--- src/rtl/ham_pkg.sv ---
// Shared definitions for the Hamming(7,4) transmit link: serializer states,
// codeword/frame geometry and the reference encoder.
package ham_pkg;

  localparam int CW_W       = 7;
  localparam int FRAME_BITS = 9;

  typedef enum logic [1:0] {
    IDLE  = 2'd0,
    START = 2'd1,
    DATA  = 2'd2,
    STOP  = 2'd3
  } tx_state_e;

  // Data occupies cw[3:0]; parities sit above it in the link's layout.
  function automatic logic [CW_W-1:0] ham74_encode(input logic [3:0] d);
    ham74_encode = {d[1] ^ d[2] ^ d[3],
                    d[0] ^ d[2] ^ d[3],
                    d[0] ^ d[1] ^ d[3],
                    d};
  endfunction

endpackage

--- src/rtl/ham_sync_fifo.sv ---
// Single-clock FIFO holding encoded codewords; a word pushed into an empty
// FIFO becomes visible on rdata from the following cycle.
module ham_sync_fifo #(
  parameter int WIDTH = 7,
  parameter int DEPTH = 4
) (
  input  logic                     clk,
  input  logic                     rst_n,
  input  logic                     push,
  input  logic [WIDTH-1:0]         wdata,
  input  logic                     pop,
  output logic [WIDTH-1:0]         rdata,
  output logic                     full,
  output logic                     empty,
  output logic [$clog2(DEPTH):0]   count
);

  localparam int AW = $clog2(DEPTH);
  localparam logic [AW:0] ONE  = (AW+1)'(1);
  localparam logic [AW:0] FULL = (AW+1)'(DEPTH);

  logic [WIDTH-1:0] mem_q [DEPTH];
  logic [AW-1:0]    wr_ptr_q, wr_ptr_d;
  logic [AW-1:0]    rd_ptr_q, rd_ptr_d;
  logic [AW:0]      count_q, count_d;
  logic             do_push, do_pop;

  assign full    = (count_q == FULL);
  assign empty   = (count_q == '0);
  assign count   = count_q;
  assign rdata   = mem_q[rd_ptr_q];
  assign do_push = push && !full;
  assign do_pop  = pop && !empty;

  // Pointers are AW bits wide, so wrapping modulo DEPTH is implicit.
  always_comb begin
    wr_ptr_d = wr_ptr_q;
    rd_ptr_d = rd_ptr_q;
    count_d  = count_q;
    if (do_push) wr_ptr_d = wr_ptr_q + 1'b1;
    if (do_pop)  rd_ptr_d = rd_ptr_q + 1'b1;
    case ({do_push, do_pop})
      2'b10:   count_d = count_q + ONE;
      2'b01:   count_d = count_q - ONE;
      default: count_d = count_q;
    endcase
  end

  always_ff @(posedge clk or negedge rst_n) begin
    if (!rst_n) begin
      wr_ptr_q <= '0;
      rd_ptr_q <= '0;
      count_q  <= '0;
    end else begin
      wr_ptr_q <= wr_ptr_d;
      rd_ptr_q <= rd_ptr_d;
      count_q  <= count_d;
    end
  end

  always_ff @(posedge clk) begin
    if (do_push) mem_q[wr_ptr_q] <= wdata;
  end

endmodule

--- src/rtl/hamming_tx_serializer.sv ---
// Hamming(7,4) transmit stage: encodes nibbles (with optional single-bit
// error injection), buffers codewords and shifts them out as 9-bit frames.
module hamming_tx_serializer
  import ham_pkg::*;
#(
  parameter int DIV   = 4,
  parameter int DEPTH = 4
) (
  input  logic                   clk,
  input  logic                   rst_n,
  input  logic                   in_valid,
  input  logic [3:0]             in_data,
  input  logic                   inj_en,
  input  logic [2:0]             inj_pos,
  output logic                   in_ready,
  output logic                   tx_line,
  output logic                   tx_busy,
  output logic [$clog2(DEPTH):0] fifo_count
);

  localparam logic [7:0] BIT_LAST = 8'(DIV - 1);
  localparam logic [2:0] IDX_LAST = 3'(FRAME_BITS - 3);

  logic [CW_W-1:0] cw_enc, flip_mask, cw_push, fifo_rdata;
  logic            fifo_full, fifo_empty, push, pop, bit_end;

  tx_state_e       state_q, state_d;
  logic [7:0]      cnt_q, cnt_d;
  logic [2:0]      idx_q, idx_d;
  logic [CW_W-1:0] sreg_q, sreg_d;
  logic            line_q, line_d;
  logic            busy_q, busy_d;
  logic            rdy_en_q;

  assign cw_enc    = ham74_encode(in_data);
  assign flip_mask = (inj_en && inj_pos != 3'd7) ? (7'(1) << inj_pos) : '0;
  assign cw_push   = cw_enc ^ flip_mask;

  // rdy_en_q keeps in_ready low while reset is held, even though the FIFO is empty.
  assign in_ready  = rdy_en_q && !fifo_full;
  assign push      = in_valid && in_ready;
  assign bit_end   = (cnt_q == BIT_LAST);
  assign pop       = !fifo_empty &&
                     ((state_q == IDLE) || (state_q == STOP && bit_end));

  ham_sync_fifo #(
    .WIDTH (CW_W),
    .DEPTH (DEPTH)
  ) u_fifo (
    .clk   (clk),
    .rst_n (rst_n),
    .push  (push),
    .wdata (cw_push),
    .pop   (pop),
    .rdata (fifo_rdata),
    .full  (fifo_full),
    .empty (fifo_empty),
    .count (fifo_count)
  );

  always_comb begin
    state_d = state_q;
    cnt_d   = cnt_q;
    idx_d   = idx_q;
    sreg_d  = sreg_q;
    line_d  = line_q;
    case (state_q)
      IDLE: begin
        cnt_d  = '0;
        idx_d  = '0;
        line_d = 1'b1;
        if (!fifo_empty) begin
          sreg_d  = fifo_rdata;
          state_d = START;
          line_d  = 1'b0;
        end
      end
      START: begin
        if (bit_end) begin
          cnt_d   = '0;
          state_d = DATA;
          line_d  = sreg_q[0];
        end else begin
          cnt_d = cnt_q + 8'd1;
        end
      end
      DATA: begin
        if (bit_end) begin
          cnt_d = '0;
          if (idx_q == IDX_LAST) begin
            idx_d   = '0;
            state_d = STOP;
            line_d  = 1'b1;
          end else begin
            idx_d  = idx_q + 3'd1;
            sreg_d = sreg_q >> 1;
            line_d = sreg_q[1];
          end
        end else begin
          cnt_d = cnt_q + 8'd1;
        end
      end
      STOP: begin
        if (bit_end) begin
          cnt_d = '0;
          // Chain straight into the next start bit when more work is queued.
          if (!fifo_empty) begin
            sreg_d  = fifo_rdata;
            state_d = START;
            line_d  = 1'b0;
          end else begin
            state_d = IDLE;
            line_d  = 1'b1;
          end
        end else begin
          cnt_d = cnt_q + 8'd1;
        end
      end
      default: begin
        state_d = IDLE;
        line_d  = 1'b1;
      end
    endcase
    // IDLE always pops a non-empty FIFO, so a stale entry implies state_d != IDLE.
    busy_d = (state_d != IDLE) || push || !fifo_empty;
  end

  always_ff @(posedge clk or negedge rst_n) begin
    if (!rst_n) begin
      state_q  <= IDLE;
      cnt_q    <= '0;
      idx_q    <= '0;
      sreg_q   <= '0;
      line_q   <= 1'b1;
      busy_q   <= 1'b0;
      rdy_en_q <= 1'b0;
    end else begin
      state_q  <= state_d;
      cnt_q    <= cnt_d;
      idx_q    <= idx_d;
      sreg_q   <= sreg_d;
      line_q   <= line_d;
      busy_q   <= busy_d;
      rdy_en_q <= 1'b1;
    end
  end

  assign tx_line = line_q;
  assign tx_busy = busy_q;

endmodule

--- config.mk ---
export PLATFORM = sky130hd
export DESIGN_NAME = hamming_tx_serializer
export DESIGN_NICKNAME = d
export VERILOG_FILES = /design/src/rtl/ham_pkg.sv /design/src/rtl/ham_sync_fifo.sv /design/src/rtl/hamming_tx_serializer.sv
export SDC_FILE = /design/constraint.sdc
export NUM_CORES = 1
export LEC_CHECK = 0
export ABC_AREA = 1
export CORE_ASPECT_RATIO = 0.6
export CORE_MARGIN = 3
export CORE_UTILIZATION = 60
export DETAILED_ROUTE_END_ITERATION = 8
export GPL_TIMING_DRIVEN = 1
export PLACE_DENSITY = 0.81
export RECOVER_POWER = 50
export SLEW_MARGIN = 25
export SYNTH_ARGS = -nofsm -noshare
export SYNTH_HDL_FRONTEND = slang
export SYNTH_SLANG_ARGS = --single-unit
--- constraint.sdc ---
create_clock -name clk -period 3.4 [get_ports clk]
set_clock_uncertainty 0.2 [all_clocks]
set_input_delay 0.68 -clock clk [delete_from_list [all_inputs] [get_ports clk]]
set_output_delay 0.68 -clock clk [all_outputs]
set_load 0.02 [all_outputs]
# Yosys cells after proc, flatten, opt, wreduce, memory -nomap -nowiden
# Memory sizes are Yosys's and may differ from the RTL's.
# Index checks and enable logic that the tools add are counted.
[totals]
reg_bits = 30
latch_bits = 0
mem_bits_rw = 28
mem_bits_ro = 0
input_bits = 11
wordCells = 87
memories = 1
[op_classes]
addsub = 6
multipliers = 0
div_mod_pow = 0
magnitude_cmp = 0
n_eq_ne = 13
shift = 1
n_mux = 27
bitwise_logic = 7
n_reduce_logical = 22
[memory_table]
columns = ["memory", "depth", "width", "read_ports", "rd_clocked_by_memory_dff", "write_ports", "line", "source"]
rows = [
  ["u_fifo.mem_q", 4, 7, 1, 0, 1, "ham_sync_fifo.sv:22", "logic [WIDTH-1:0] mem_q [DEPTH];"],
]
[ops]
columns = ["cell", "n"]
rows = [
  ["7-bit two-way mux", 5],
  ["7-bit one-hot mux with 3 select lines", 1],
  ["8-bit one-hot mux with 2 select lines", 1],
  ["3-bit one-hot mux with 2 select lines", 2],
  ["2-bit two-way mux", 5],
  ["8-bit by 1-bit adder with 8-bit output, second input constant", 1],
  ["8-bit by 2-bit == test with 1-bit output, second input constant", 1],
  ["1-bit two-way mux", 8],
  ["8-bit two-way mux", 1],
  ["2-bit inequality test, second input constant", 4],
  ["2-bit one-hot mux with 4 select lines", 1],
  ["1-bit logical AND", 7],
  ["1-bit by 3-bit << shifter with 7-bit output, first input constant", 1],
  ["7-bit XOR", 1],
  ["3-bit by 1-bit adder with 3-bit output, second input constant", 2],
  ["2-bit == test, second input constant", 3],
  ["3-bit == test, second input constant", 2],
  ["3-bit two-way mux", 2],
  ["2-bit nonzero test", 3],
  ["1-bit XOR", 6],
  ["2-bit by 1-bit adder with 2-bit output, second input constant", 2],
  ["2-bit by 1-bit == test with 1-bit output, second input constant", 2],
  ["1-bit one-hot mux with 4 select lines", 1],
  ["4-bit AND reduction", 1],
  ["10 further kinds", 13],
]

# Longest topological paths before layout
[depth]
depth_word = 7
mapped_depth = 13
ltp_nobuf = 13

# Hierarchy
# Synthesis repeated with hierarchy kept, for this count alone.
[hier_totals]
hier_cells = 343
hier_area_um2 = 3074.2
[by_module_without_submodules]
columns = ["mod", "n_inst", "cells_each", "area_per_inst_um2", "seq_area_each_um2"]
rows = [
  ["ham_sync_fifo", 1, 143, 1597.8, 1016.0],
  ["hamming_tx_serializer", 1, 200, 1476.4, 576.8],
]

# Worst setup path before layout
# No wires, ideal clock.
[synth_timing]
path_kind = "reg-to-reg"
start = "reg cnt_q[0]"
end = "reg u_fifo.count_q[2], in the netlist u_fifo.count[2]"
arrival_time_ns = 1.988
required_ns = 3.069
setup_slack_ns = 1.082
path_stages_with_launch = 14
period_less_slack_ns = 2.318
path_cell_list = "dfrtp_1 > ha_1 > nand2_2 > nor2_4 > nand3_1 > nand2_1 > nand2_1 > inv_1 > ha_1 > inv_1 > fa_1 > a21oi_1 > o21ai_0 > xor2_1"
[synth_via]
elab_chain_len = 7
word_cells_on_any_way = 9
[synth_rtl]
columns = ["item", "line", "source"]
rows = [
  ["from (decl)", "hamming_tx_serializer.sv:28", "logic [7:0] cnt_q, cnt_d;"],
  ["from (signal assigned)", "hamming_tx_serializer.sv:139", "cnt_q <= cnt_d;"],
  ["8-bit by 2-bit == test with 1-bit output *", "hamming_tx_serializer.sv:42", "assign bit_end = (cnt_q == BIT_LAST);"],
  ["1-bit logical AND *", "hamming_tx_serializer.sv:44", "((state_q == IDLE) || (state_q == STOP && bit_end));"],
  ["1-bit logical OR *", "hamming_tx_serializer.sv:44", ""],
  ["1-bit logical AND *", "hamming_tx_serializer.sv:43", "assign pop = !fifo_empty &&"],
  ["1-bit logical AND *", "ham_sync_fifo.sv:33", "assign do_pop = pop && !empty;"],
  ["net u_fifo.do_pop", "ham_sync_fifo.sv:26", "logic do_push, do_pop;"],
  ["2-bit by 1-bit == test with 1-bit output / 2-bit == test (equally long branches)", "ham_sync_fifo.sv:42", "case ({do_push, do_pop})"],
  ["3-bit one-hot mux with 2 select lines / 2-bit nonzero test (equally long branches)", "--", ""],
  ["to (signal assigned)", "ham_sync_fifo.sv:57", "count_q <= count_d;"],
  ["to (decl)", "ham_sync_fifo.sv:25", "logic [AW:0] count_q, count_d;"],
]
# The timed path passes the listed nets; every way through them passes the cells marked *.
# A chain may end at the register's enable or synchronous reset.

# Final worst setup path
[layout_timing]
start = "reg u_fifo.count_q[0], in the netlist u_fifo.count[0]"
end = "out in_ready"
[layout_via]
elab_chain_len = 3
[layout_rtl]
columns = ["item", "line", "source"]
rows = [
  ["3-bit == test", "ham_sync_fifo.sv:28", "assign full = (count_q == FULL);"],
  ["1-bit logical NOT", "hamming_tx_serializer.sv:40", "assign in_ready = rdy_en_q && !fifo_full;"],
  ["1-bit logical AND", "hamming_tx_serializer.sv:40", ""],
  ["to (decl)", "hamming_tx_serializer.sv:15", "output logic in_ready,"],
]
# Every way passes these cells.

==> results.py <==
metrics = {
    "timing": {
        "finalSetupViolations": 0,
        "relSlewSlack": -0.0652,
        "worst_slack_ns": 0.698,
        "fmax_mhz": 370,
        "tightest_slew_ns": 1.60,
        "min_period_ns": 2.70,
        "finalSetupTns_ns": 0,
        "fin_crit_sh": 0.795,
        "drv_slew": 31,
        "hold_violations": 0,
        "rsz0062_at_grt": "no",
    },
    "final_layout": {
        "num_antenna_cells": 0,
        "nFillCells": 351,
        "final_common_cell": "nand2_1",
        "drive_gt1_frac": 0.0899,
        "synthToLayoutAreaGrowth_pct": 12.0,
        "final_cell_mix": "nand2_1, nand3_1, inv_1, dfrtp_1, edfxtp_1",
        "fin_nets": 363,
    },
    "logic_synthesis": {
        "ys_ff_latch": 58,
        "seq_area_frac_synth": 0.536,
        "synth_top_area_cell": "edfxtp_1",
        "synthesis.area_um2": 2970,
        "syn-num-nets": 340,
        "ys_top_cells_by_area": "edfxtp_1, dfrtp_1, nand2_1",
        "syn_area_per_cell_um2": 9.37,
        "yosys_warnings": 0,
        "synth.distinct_cells": 32,
        "synth_top_area_share": 0.283,
        "syn_inst": 317,
    },
    "placement": {
        "dpl.hpwl_um": 4040,
        "dp_slack_ns": 0.697,
        "place.gp.congestion": 0.782,
        "numPortBuffers": 16,
    },
    "power": {
        "power_density_nw_per_um2": 853,
        "p_int_mw": 1.63,
        "ir_worst_vdd_mv": 0.610,
        "p_switching_mw": 1.21,
        "combPwrFrac": 0.439,
        "p_seq_frac": 0.378,
        "p_leak_nw": 1.49,
        "switching_share": 0.425,
        "clockPowerShare": 0.182,
    },
    "routing": {
        "drtIter0Drc": 242,
        "drc": 0,
        "wl_um": 5880,
        "num_vias": 2146,
        "avgRoutedWirePerCell_um": 14.4,
        "dr.pass1.iters": 6,
        "viasPerCell": 5.26,
        "ant_nets": 0,
    },
    "global_route": {
        "first_global_vias": 1944,
        "grt_pass1_wl_um": 9670,
        "antenna_found_initial": 0,
        "grt_overflow_total": 0,
        "grt_start_max_net_pins": 31,
        "grt_util_all_layers": 0.221,
    },
    "job": {
        "cap_viol_max_count": 1,
    },
    "clocking": {
        "clock_latency_ns": 0.34,
        "cts_hold_buf": 0,
        "cts_resized": 0,
        "cts_setup_buffers": 0,
        "htreeDepth": 3,
        "cts-root-buf": "clkbuf_8",
        "clockBufferDepth": 2,
        "cts_made_buffers": 9,
        "cts_tree": "built",
        "clkTransAtPathRegs_ns": 0.06,
        "clock_sinks": 58,
    },
    "outcome": {
        "status": "complete, but fails checks",
        "violations": "capacitance limit, slew limit",
    },
    "worst_setup_path": {
        "rrSetupSlack_ns": 0.73,
        "critical_path.endpoint_type": "primary output",
        "r2r_start": "cnt_q[0]$_DFF_PN0_",
        "r2r_cells": 13,
        "critPathLaunch": "u_fifo.count[0]$_DFFE_PN0P_",
        "rr_endpoint": "u_fifo.count[2]$_DFFE_PN0P_",
        "path_buf_inv": 1,
        "cp_top_family": "buffers and inverters",
        "worst_path_max_delay_cell": "clkdlybuf4s50_1",
        "slowest_delay_ns": 0.68,
        "crit_type": "register to primary output",
        "start_kind": "register",
        "cp.arrival_ns": 1.82,
        "critical_path.max_fanout": 4,
        "cp_data_required_time_ns": 2.52,
        "crit_chain": "nor2_1 > a21boi_0 > clkdlybuf4s50_1",
    },
    "floorplan": {
        "fp.dieH_um": 60.5,
        "rows": 19,
        "die_w_um": 96.8,
        "ios": 17,
        "initial_core_util": 0.637,
        "core_area_um2": 4660,
        "die_area_um2": 5860,
    },
    "min_path": {
        "hold_path_end": "cnt_q[0]$_DFF_PN0_",
        "hold_path.class": "register to register",
        "holdCritStartpoint": "cnt_q[0]$_DFF_PN0_",
        "hold_path_depth": 1,
    },
}
-- worst reg2reg max path, cell delays in order, from the launching register on --
cell	delay, ns
dfrtp_1	0.37
ha_1	0.24
nand2_2	0.06
nor2_1	0.26
nand3_1	0.15
nand2_1	0.08
nand2_1	0.09
inv_1	0.10
ha_1	0.14
inv_1	0.06
fa_1	0.38
a21oi_1	0.15
o21ai_0	0.11
xor2_1	0.15
-- area by class of cell --
| class | count | area (µm²) | share of cell area |
|---|---|---|---|
| Clock buffer | 12 | 135 | 0.0406 |
| Clock inverter | 4 | 20.0 | 0.00602 |
| Inverter | 35 | 131 | 0.0395 |
| Multi-Input combinational cell | 219 | 1200 | 0.362 |
| Sequential cell | 58 | 1590 | 0.479 |
| Tap cell | 63 | 78.8 | 0.0237 |
| Timing Repair Buffer | 17 | 164 | 0.0493 |
-- Yosys cell counts --
library cell  count
o21ai_2           2
dfstp_2           1
dfrtp_1          29
nor2_1           23
or2_2             1
buf_2             2
conb_1            1
a21boi_2          1
clkbuf_2          1
nor3b_1           2
a21oi_1           6
inv_2             3
xnor2_1           7
o22ai_1           2
nand3_1          39
xor2_1           12
nor2_4            2
nand2_4           4
nand4_1           1
inv_1            32
ha_1             11
nor3_1            4
nor2_8            1
o21ai_1           3
buf_6             1
fa_1              1
nand2_2           5
o21ai_0           7
nand3b_1          1
clkbuf_1          1
edfxtp_1         28
nand2_1          83
-- state kept, by name (all words and copies together), names as in the netlist --
signal / count
state_q: 2
u_fifo.count: 3
u_fifo.wr_ptr_q: 2
cnt_q: 8
tx_busy: 1
u_fifo.rd_ptr_q: 2
u_fifo.mem_q: 28
rdy_en_q: 1
idx_q: 3
tx_line: 1
sreg_q: 7
-- stage by stage --
step           utilization  hold WS, ns  total power [mW]  cell area (µm²)  cells
2_1_floorplan            -        0.184              2.01             2970    317
3_3_place_gp         0.684        0.245              2.29             3190    392
3_5_place_dp         0.684        0.254              2.32             3190    392
4_1_cts              0.717        0.266              2.86             3340    408
5_1_grt              0.714        0.295              3.07             3330    408
6_report             0.714        0.262              2.84             3330    408
-- power groups by stage --
stage	logic, mW	registers [mW]	clock network, mW
4_1_cts	1.26	1.07	0.528
2_1_floorplan	0.959	1.05	0
6_report	1.25	1.07	0.517
5_1_grt	1.41	1.09	0.564
3_5_place_dp	1.23	1.08	0
3_3_place_gp	1.21	1.08	0
-- cells by family after synthesis --
family                   Yosys count  share of synthesized area
adder cells (fa/ha/maj)           12                     0.0531
other                              1                    0.00126
flip-flops                        58                      0.536
buffers and inverters             40                     0.0543
XOR/XNOR                          19                     0.0560
AO/OA/AOI/OAI                     21                     0.0409
AND/OR/NAND/NOR                  166                      0.258
-- how the worst max path moves through the flow --
stage | end | slack (ns) | cells past startpoint
6_report | in_ready | 0.70 | 3
5_1_grt | u_fifo.count[2]$_DFFE_PN0P_ | 0.42 | 13
4_1_cts | in_ready | 0.84 | 3
3_5_place_dp | u_fifo.count[2]$_DFFE_PN0P_ | 0.70 | 8
3_3_place_gp | u_fifo.count[2]$_DFFE_PN0P_ | 0.73 | 8
2_1_floorplan | u_fifo.count[2]$_DFFE_PN0P_ | 1.08 | 13
-- routing by layer --
layer | global-route usage | routed length [µm] | part of all wire | up-vias
met5 | 0 | 0 | 0 | -
met2 | 0.298 | 2390 | 0.41 | 78
met1 | 0.329 | 2950 | 0.50 | 996
met4 | 0.0660 | 40 | 0.0068 | 0
met3 | 0.0873 | 487 | 0.083 | 4
li1 | - | - | - | 1068
(Power assumes the default switching activity.)
